## src/rtl/i2s_pkg.sv

```systemverilog
// Shared constants and types for the I2S shift engine and its clock generator.
package i2s_pkg;

  localparam int FRAME_BITS     = 64;
  localparam int SLOT_BITS      = 32;
  localparam int MIN_PULSE      = 3;
  localparam int LRCLK_RISE_BIT = 31;
  localparam int LRCLK_FALL_BIT = 63;
  localparam int BIT_W          = $clog2(FRAME_BITS);

  typedef struct packed {
    logic [SLOT_BITS-1:0] left;
    logic [SLOT_BITS-1:0] right;
  } sample_t;

  // Word select is high one BCLK ahead of the right slot and drops one BCLK ahead of the left slot.
  function automatic logic lrclk_for_bit(input logic [BIT_W-1:0] b);
    return (b >= BIT_W'(LRCLK_RISE_BIT)) && (b < BIT_W'(LRCLK_FALL_BIT));
  endfunction

endpackage

```

## src/rtl/i2s_clkgen.sv

```systemverilog
// BCLK/LRCLK generation from clk, with single-clk edge strobes and the frame bit index.
module i2s_clkgen
  import i2s_pkg::*;
#(
  parameter int BCLK_DIV = 4
) (
  input  logic             clk,
  input  logic             reset_n,
  output logic             i2s_bclk,
  output logic             i2s_lrclk,
  output logic             rise_stb,
  output logic             fall_stb,
  output logic [BIT_W-1:0] bit_idx
);

  localparam int DIV_W = (BCLK_DIV > 1) ? $clog2(BCLK_DIV) : 1;

  logic [DIV_W-1:0] div_cnt;
  logic             div_wrap;
  logic [BIT_W-1:0] bit_nxt;

  assign div_wrap = (div_cnt == DIV_W'(BCLK_DIV - 1));
  assign rise_stb = div_wrap && !i2s_bclk;
  assign fall_stb = div_wrap && i2s_bclk;
  assign bit_nxt  = bit_idx + BIT_W'(1);

  always_ff @(posedge clk) begin
    if (!reset_n) begin
      div_cnt  <= '0;
      i2s_bclk <= 1'b0;
    end else if (div_wrap) begin
      div_cnt  <= '0;
      i2s_bclk <= ~i2s_bclk;
    end else begin
      div_cnt  <= div_cnt + DIV_W'(1);
    end
  end

  // Bit index advances on the falling BCLK; reset parks it on the last bit so the next fall starts a frame
  always_ff @(posedge clk) begin
    if (!reset_n) begin
      bit_idx   <= BIT_W'(FRAME_BITS - 1);
      i2s_lrclk <= 1'b0;
    end else if (fall_stb) begin
      bit_idx   <= bit_nxt;
      i2s_lrclk <= lrclk_for_bit(bit_nxt);
    end
  end

endmodule

```

## src/rtl/i2s_shift_engine.sv

```systemverilog
// I2S master shift engine: serializes playback words, assembles capture words and
// issues FIFO handshake pulses long enough for a 3-flop synchronizer downstream.
module i2s_shift_engine
  import i2s_pkg::*;
#(
  parameter int BCLK_DIV  = 4,
  parameter int PULSE_LEN = 4
) (
  input  logic                  clk,
  input  logic                  reset_n,
  input  logic [FRAME_BITS-1:0] playback_fifo_data,
  input  logic                  playback_fifo_empty,
  input  logic                  i2s_playback_enable,
  output logic                  i2s_playback_fifo_ack,
  output logic [FRAME_BITS-1:0] capture_fifo_data,
  output logic                  i2s_capture_fifo_write,
  input  logic                  i2s_capture_enable,
  output logic                  i2s_bclk,
  output logic                  i2s_lrclk,
  output logic                  i2s_dout,
  input  logic                  i2s_din
);

  localparam int               CNT_W    = $clog2(PULSE_LEN + 1);
  localparam logic [BIT_W-1:0] LAST_BIT = BIT_W'(FRAME_BITS - 1);
  localparam logic [CNT_W-1:0] PULSE_RL = CNT_W'(PULSE_LEN - 1);

  logic                  rise_stb;
  logic                  fall_stb;
  logic [BIT_W-1:0]      bit_idx;
  logic                  frame_start;
  logic                  frame_end;
  logic                  play_ok;
  logic [FRAME_BITS-1:0] tx_load;
  logic [FRAME_BITS-1:0] tx_shift;
  logic [FRAME_BITS-1:0] rx_shift;
  logic                  cap_armed;
  logic                  cap_vld_p1;
  sample_t               cap_word;
  logic                  ack_load;
  logic                  wr_load;
  logic [CNT_W-1:0]      ack_cnt;
  logic [CNT_W-1:0]      wr_cnt;

  function automatic logic [CNT_W-1:0] sat_dec(input logic [CNT_W-1:0] v);
    return (v == '0) ? '0 : v - CNT_W'(1);
  endfunction

  i2s_clkgen #(
    .BCLK_DIV (BCLK_DIV)
  ) u_clkgen (
    .clk       (clk),
    .reset_n   (reset_n),
    .i2s_bclk  (i2s_bclk),
    .i2s_lrclk (i2s_lrclk),
    .rise_stb  (rise_stb),
    .fall_stb  (fall_stb),
    .bit_idx   (bit_idx)
  );

  assign frame_start       = fall_stb && (bit_idx == LAST_BIT);
  assign frame_end         = rise_stb && (bit_idx == LAST_BIT);
  assign play_ok           = i2s_playback_enable && !playback_fifo_empty;
  assign tx_load           = play_ok ? playback_fifo_data : '0;
  assign ack_load          = frame_start && play_ok;
  assign wr_load           = cap_vld_p1 && cap_armed;
  assign i2s_dout          = tx_shift[FRAME_BITS-1];
  assign capture_fifo_data = cap_word;

  // Playback stage: the MSB of tx_shift is the serial output, so dout follows every load and shift
  always_ff @(posedge clk) begin
    if (!reset_n) begin
      tx_shift <= '0;
    end else if (frame_start) begin
      tx_shift <= tx_load;
    end else if (fall_stb) begin
      tx_shift <= {tx_shift[FRAME_BITS-2:0], 1'b0};
    end
  end

  // Capture stage p0: sample din on rising BCLK; a single disabled rise disarms the whole frame
  always_ff @(posedge clk) begin
    if (!reset_n) begin
      rx_shift   <= '0;
      cap_armed  <= 1'b0;
      cap_vld_p1 <= 1'b0;
    end else begin
      cap_vld_p1 <= frame_end;
      if (rise_stb) begin
        rx_shift <= {rx_shift[FRAME_BITS-2:0], i2s_din};
      end
      if (frame_start) begin
        cap_armed <= i2s_capture_enable;
      end else if (rise_stb && !i2s_capture_enable) begin
        cap_armed <= 1'b0;
      end
    end
  end

  // Capture stage p1: hand the completed word over once its last bit has landed in rx_shift
  always_ff @(posedge clk) begin
    if (!reset_n) begin
      cap_word <= '0;
    end else if (cap_vld_p1) begin
      cap_word <= rx_shift;
    end
  end

  // Handshake pulses are registered flags; the counter holds the remaining high cycles after the first
  always_ff @(posedge clk) begin
    if (!reset_n) begin
      ack_cnt               <= '0;
      i2s_playback_fifo_ack <= 1'b0;
    end else if (ack_load) begin
      ack_cnt               <= PULSE_RL;
      i2s_playback_fifo_ack <= 1'b1;
    end else begin
      ack_cnt               <= sat_dec(ack_cnt);
      i2s_playback_fifo_ack <= (ack_cnt != '0);
    end
  end

  always_ff @(posedge clk) begin
    if (!reset_n) begin
      wr_cnt                 <= '0;
      i2s_capture_fifo_write <= 1'b0;
    end else if (wr_load) begin
      wr_cnt                 <= PULSE_RL;
      i2s_capture_fifo_write <= 1'b1;
    end else begin
      wr_cnt                 <= sat_dec(wr_cnt);
      i2s_capture_fifo_write <= (wr_cnt != '0);
    end
  end

endmodule
```

## config.mk

```make
export PLATFORM = sky130hd
export DESIGN_NAME = i2s_shift_engine
export DESIGN_NICKNAME = d
export VERILOG_FILES = /design/src/rtl/i2s_pkg.sv /design/src/rtl/i2s_clkgen.sv /design/src/rtl/i2s_shift_engine.sv
export SDC_FILE = /design/constraint.sdc
export NUM_CORES = 1
export LEC_CHECK = 0
export ABC_AREA = 1
export BUFFER_PORTS_ARGS = -buffer_cell sky130_fd_sc_hd__buf_2
export CAP_MARGIN = 10
export CORE_MARGIN = 2
export CORE_UTILIZATION = 30
export CTS_CLUSTER_DIAMETER = 50
export DETAILED_ROUTE_END_ITERATION = 16
export PLACE_DENSITY = 0.56
export RECOVER_POWER = 25
export SLEW_MARGIN = 40
export SYNTH_ARGS = -nofsm -noshare
export SYNTH_HDL_FRONTEND = slang
export SYNTH_SLANG_ARGS = --single-unit
```

## constraint.sdc

```tcl
create_clock -name clk -period 2 [get_ports clk]
set_input_delay 0.2 -clock clk [delete_from_list [all_inputs] [get_ports clk]]
set_output_delay 0.2 -clock clk [all_outputs]
set_load 0.02 [all_outputs]
```

==> results of run 1 <==
## cells in the mapped netlist
master / count / area share
xnor2_1: 1 / 0.0011
nand3_1: 7 / 0.0045
o21bai_1: 1 / 0.00096
and3_1: 1 / 0.00080
clkinv_2: 1 / 0.00064
inv_1: 19 / 0.0091
clkbuf_1: 55 / 0.026
ha_1: 3 / 0.0048
nand4_4: 1 / 0.0027
a211oi_1: 1 / 0.00096
nand2_2: 3 / 0.0024
a31oi_1: 2 / 0.0016
dfxtp_1: 212 / 0.54
inv_2: 1 / 0.00048
a22oi_1: 1 / 0.00096
a21boi_0: 2 / 0.0019
nor2_1: 269 / 0.13
nand4_1: 1 / 0.00080
o21ai_0: 193 / 0.12
buf_2: 5 / 0.0032
a21oi_1: 133 / 0.085
nor2_4: 1 / 0.0014
o22ai_1: 2 / 0.0016
buf_4: 7 / 0.0067
clkinv_1: 1 / 0.00048
nor3_1: 2 / 0.0013
buf_1: 8 / 0.0038
nand2_1: 83 / 0.040
## metal layers
metal,part of all wire,vias up,wire length [um]
met5,0,-,0
met4,0.019,0,380
met3,0.058,25,1130
met2,0.42,178,8180
met1,0.51,3336,9940
li1,-,3686,-
## worst max-delay path: cells and delay by family (launching register included)
family	cells	cell delay [ns]
buffers and inverters	2	0.37
DFF	1	0.38
and+or+nand+nor	4	0.48
AOI/OAI and AO/OA	1	0.13
adders and majority gates	1	0.22
## state kept, by name (all words and copies together), names as in the netlist
| name | flops |
|---|---|
| capture_fifo_data | 64 |
| rx_shift | 64 |
| tx_shift | 64 |
| u_clkgen.bit_idx | 6 |
| ack_cnt | 3 |
| wr_cnt | 3 |
| u_clkgen.div_cnt | 2 |
| cap_armed | 1 |
| cap_vld_p1 | 1 |
| i2s_capture_fifo_write | 1 |
| i2s_playback_fifo_ack | 1 |
| u_clkgen.i2s_bclk | 1 |
| u_clkgen.i2s_lrclk | 1 |
## power by group through the flow
stage	logic [mW]	registers [mW]	clock network, mW
final	0.902	4.50	4.38
after global placement	0.813	4.59	0
after floorplan	0.466	4.63	0
after detailed placement	0.810	4.59	0
after CTS	0.913	4.50	4.51
after global routing	1.02	4.52	4.70
## logic make-up after synthesis
kind of cell | count (synthesis) | synth area share
buffers and inverters | 97 | 0.0509
DFF | 212 | 0.543
and+or+nand+nor | 368 | 0.183
adders and majority gates | 3 | 0.00481
AOI/OAI and AO/OA | 335 | 0.217
xor gates and xnor gates | 1 | 0.00112
## cell type report
cell class | instances | area, um2
Clock inverter | 13 | 113
Clock buffer | 33 | 696
Timing Repair Buffer | 216 | 1480
Multi-Input combinational cell | 707 | 3180
Tap cell | 335 | 419
Fill cell | 2674 | 15600
Sequential cell | 212 | 4240
Inverter | 22 | 83.8
## placed cells by master, fill, tap and decap left out, drive strengths merged, types with 2 or more instances in the layout
| cell type | n |
|---|---|
| nor2 | 270 |
| dfxtp | 212 |
| o21ai | 193 |
| a21oi | 133 |
| buf | 105 |
| nand2 | 86 |
| clkbuf | 78 |
| dlygate4sd3 | 66 |
| inv | 21 |
| clkinv | 10 |
| nand3 | 7 |
| ha | 3 |
| clkinvlp | 3 |
| o22ai | 2 |
| a21boi | 2 |
| nor3 | 2 |
| a31oi | 2 |
| nand4 | 2 |
## how the worst min path moves through the flow
| stage | end | depth (start not counted) |
|---|---|---|
| 2_1_floorplan | rx_shift[0] | 2 |
| 3_3_place_gp | u_clkgen.div_cnt[0] | 1 |
| 3_5_place_dp | u_clkgen.div_cnt[0] | 1 |
| 4_1_cts | tx_shift[0] | 4 |
| 5_1_grt | tx_shift[60] | 3 |
| 6_report | tx_shift[0] | 4 |
## per-stage QoR
stage / utilization / total power, mW
after CTS: 0.398 / 9.92
final: 0.395 / 9.78
after floorplan: - / 5.10
after global placement: 0.341 / 5.40
after global routing: 0.395 / 10.2
after detailed placement: 0.341 / 5.40
## repair_timing
action,4_1_cts,5_1_grt
hold buffers,66,0
hold endpoints to repair,66,0
setup buffers,0,0
==> results_dict.tcl, run 1 <==
set metrics [dict create \
    grt_pass1_vias 6625 \
    seqPwrFrac 0.460 \
    dp.cells 1426 \
    yosysSeqAreaShare 0.543 \
    initial_core_util 0.302 \
    cts.sinks 212 \
    setup_tns_ns 0 \
    p_comb_frac 0.092 \
    gr-total-overflow 0 \
    io_buffers 138 \
    vdd_drop_max_mv 0.541 \
    drc 0 \
    die_h_um 165 \
    fin_cells 1538 \
    max_stage_delay_ns 0.38 \
    synth_area_mm2 0.00781 \
    timing.final.ws_setup_ns 0.329 \
    met1_usage 0.204 \
    crit_required_ns 2.43 \
    busiest_layer "met2" \
    slowest_stage "dfxtp_1" \
    leakage_nw 4.66 \
    wirelength_um 19600 \
    postRouteAntennaNets 0 \
    period_share 0.836 \
    p_int_mw 7.33 \
    finalMaxSlewViolations 0 \
    p_per_area_mw_per_mm2 958 \
    firstDrtPassIters 5 \
    io_pins 139 \
    setup_viol 0 \
    crit_fanout 43 \
    syn_nets 1089 \
    met2_usage 0.213 \
    ys_warn_count 0 \
    nets 1257 \
    antennaDiodeCount 0 \
    timing.final.hold_violations 0 \
    htreeDepth 1 \
    layout-drive-gt1-share 0.131 \
    dieArea_mm2 0.0273 \
    track_usage 0.140 \
    synth-seq-cells 212 \
    finalClockSkew_ns 0.0108 \
    vias 7225 \
    rrSetupSlack_ns 0.33 \
    rows 59 \
    startpoint "u_clkgen.bit_idx[0]" \
    timing.rr.end "tx_shift[50]" \
    endpoint "tx_shift[50]" \
    cts_tree "built" \
    startpoint_type "register" \
    fmax_ghz 0.598 \
    die_w_um 165 \
    synth_cell_type_count 28 \
    sw_frac_of_total 0.251 \
    hpwl_um 11200 \
    p_clk_frac 0.448 \
    crit_chain "ha_1, nand2_2, nor2_4, nand4_4, clkinv_2, buf_12, nand2_1, a21oi_1" \
    r2r.worst_path.cells 8 \
    switchingPower_mw 2.45 \
    grt_first_pass_wirelength_um 32500 \
    area_delta_synth_final_pct 30.7 \
    gp_congestion 0.718 \
    max_slew.worst_pin.slew_ns 1.13 \
    numCtsBuffers 25 \
    dp_slack_ns 0.338 \
    critPathKind "register to register" \
    status "complete, no violations" \
    endpoint_kind "register" \
    core-area_mm2 0.0258 \
    grt_antenna_before_repair 0 \
    clockBufferDepth 3 \
    cts.reportedPaths.clkPinSlew_ns 0.06 \
    cts_resized 0 \
    synth.avg_cell_area_um2 7.69 \
    period_minus_slack_ns 1.67 \
    viasPerCell 4.70 \
    worstSkewPairLatency_ns 0.51 \
    clockRootBuffer "clkbuf_16" \
    synthCells 1016 \
    grt_max_degree 102 \
    wire_per_inst_um 12.8 \
    regToRegStartpoint "u_clkgen.bit_idx[0]" \
    hold_path_class "input pin to register" \
    relSlewSlack 0.243 \
    timing.max_cap.violations 0 \
    rsz0062_at_grt "no" \
    critPathArrivalTime_ns 2.10 \
    grtUsageMet3 0.0307 \
    finish.instance_area_mm2 0.0102 \
    dpl_cell_area_mm2 0.00880 \
    min-delay-start "playback_fifo_empty" \
    drtIter0Drc 552 \
    hold_slack_ns 0.108 \
]
Power figures use the tool's default switching activity.
==> run 2, diff against run 1 <==
--- a/config.mk
+++ b/config.mk
@@ -12,7 +12,7 @@
 export CORE_UTILIZATION = 30
 export CTS_CLUSTER_DIAMETER = 50
 export DETAILED_ROUTE_END_ITERATION = 16
-export PLACE_DENSITY = 0.56
+export PLACE_DENSITY = 0.58
 export RECOVER_POWER = 25
 export SLEW_MARGIN = 40
 export SYNTH_ARGS = -nofsm -noshare
==> constraint.sdc (replaced) <==
create_clock -name clk -period 1.43 [get_ports clk]
set_input_delay 0.143 -clock clk [delete_from_list [all_inputs] [get_ports clk]]
set_output_delay 0.143 -clock clk [all_outputs]
set_load 0.02 [all_outputs]
==> results_dict.tcl, run 2 (same netlist as run 1, synthesis figures left out) <==
set metrics [dict create \
    switchingPower_mw 3.79 \
    rrSetupSlack_ns -0.06 \
    endpoint_kind "register" \
    io_pins 139 \
    p_int_mw 11.4 \
    rows 59 \
    hpwl_um 11800 \
    seq_area_mm2 0.00425 \
    wire_per_inst_um 13.8 \
    postRouteAntennaNets 0 \
    layout-drive-gt1-share 0.205 \
    track_usage 0.147 \
    p_clk_frac 0.478 \
    clockBufferDepth 3 \
    seqPwrFrac 0.414 \
    status "finished, violations left" \
    vias 7446 \
    period_share 1.04 \
    io_buffers 138 \
    clockRootBuffer "clkbuf_16" \
    startpoint_type "register" \
    worstSkewPairLatency_ns 0.54 \
    max_slew.worst_pin.slew_ns 0.745 \
    dp.cells 1448 \
    critPathArrivalTime_ns 1.90 \
    mostFrequentLayoutCells "nor2_1 (261), dfxtp_1 (208), o21ai_0 (193), buf_2 (120), a21oi_1 (118)" \
    violations "negative setup slack" \
    timing.max_cap.violations 0 \
    dp_slack_ns -0.133 \
    htreeDepth 1 \
    finalClockSkew_ns 0.0146 \
    firstDrtPassIters 4 \
    fill_cells 2586 \
    r2r.worst_path.cells 7 \
    drtIter0Drc 522 \
    wirelength_um 21800 \
    relSlewSlack 0.503 \
    rsz0062_at_grt "yes" \
    die_w_um 165 \
    grt_max_degree 119 \
    p_per_area_mw_per_mm2 1380 \
    dpl_cell_area_mm2 0.00900 \
    grt_pass1_vias 6884 \
    cts.reportedPaths.clkPinSlew_ns 0.06 \
    min_delay_path_depth 5 \
    vdd_drop_max_mv 0.801 \
    die_h_um 165 \
    layout_commonest_cell "nor2_1" \
    fin_cells 1577 \
    grt_antenna_before_repair 0 \
    sw_frac_of_total 0.249 \
    finish.instance_area_mm2 0.0110 \
    finalMaxSlewViolations 0 \
    cts_tree "built" \
    dieArea_mm2 0.0273 \
    hold_path_class "input pin to register" \
    grt_first_pass_wirelength_um 33700 \
    gr-total-overflow 0 \
    critPathKind "register to register" \
    drc 0 \
    area_delta_synth_final_pct 40.8 \
    timing.final.ws_setup_ns -0.0558 \
    initial_core_util 0.302 \
    gp_congestion 0.735 \
    setup_viol 12 \
    core-area_mm2 0.0258 \
    timing.final.hold_violations 0 \
    cts.sinks 212 \
    power_mw 15.2 \
    viasPerCell 4.72 \
    leakage_nw 5.10 \
    numCtsBuffers 28 \
    antennaDiodeCount 0 \
    multiInputGateArea_mm2 0.00331 \
    crit_fanout 11 \
    period_minus_slack_ns 1.49 \
    p_comb_frac 0.107 \
    crit_required_ns 1.84 \
    fmax_ghz 0.673 \
    utilization 0.426 \
    nets 1294 \
]
run 2: cell count changes in the layout (fill, tap and decap cells not counted), sizes merged:
cell / change
dlygate4sd3: +1
clkbuf: -15
clkinv: -3
buf: +54
bufinv: +2
run 2: worst paths after layout:
kind	start	end
setup / recovery	u_clkgen.bit_idx[0]	tx_shift[62]
setup reg to reg	u_clkgen.bit_idx[0]	tx_shift[62]
hold / removal	playback_fifo_empty	ack_cnt[0]
hold reg to reg	u_clkgen.div_cnt[0]	u_clkgen.div_cnt[0]
run 2: metrics by stage:
step	hold slack, ns	setup TNS [ns]
after global placement	0.377	-0.778
final	0.129	-0.214
after floorplan	0.278	-1.36
after global routing	0.145	-6.26
after CTS	0.0945	-0.0249
after detailed placement	0.374	-3.71
run 2: critical path, stage by stage, from the launching register on:
cell     delay [ns]
dfxtp_2        0.35
ha_4           0.15
nand2_4        0.06
nor2_4         0.17
nand2_4        0.16
buf_12         0.19
a21oi_1        0.18
a21oi_2        0.09
run 2: power groups by stage:
stage,logic [mW],registers [mW],clock network [mW]
floorplan,0.653,6.48,0
global placement,1.23,6.42,0
detailed placement,1.23,6.42,0
CTS,1.39,6.29,7.50
global route,1.80,6.34,7.72
finish,1.64,6.31,7.28
run 2: per-layer routing:
metal,global-route usage,part of all wire,routed length [um],up-vias
met3,0.0292,0.060,1300,37
met5,0,0,0,-
li1,-,-,-,3772
met1,0.210,0.48,10400,3424
met4,0.0364,0.021,447,0
met2,0.229,0.44,9610,213
run 2: area by class of cell:
cell class	count	share of cell area
clock inverters	12	0.0169
repair buffers	250	0.175
clock buffers	39	0.0738
flip-flops and latches	212	0.386
well taps	335	0.0381
inverters	22	0.00865
multi-input cells	707	0.301
run 2: what timing repair did:
item / in CTS / in global routing
setup buffers: 0 / 3
pin swaps: 1 / 4
resized for setup: 10 / 45
cloned: 0 / 8
hold buffers: 67 / 0
hold endpoints to repair: 67 / 0
endpoints found under the setup margin: 80 / 121
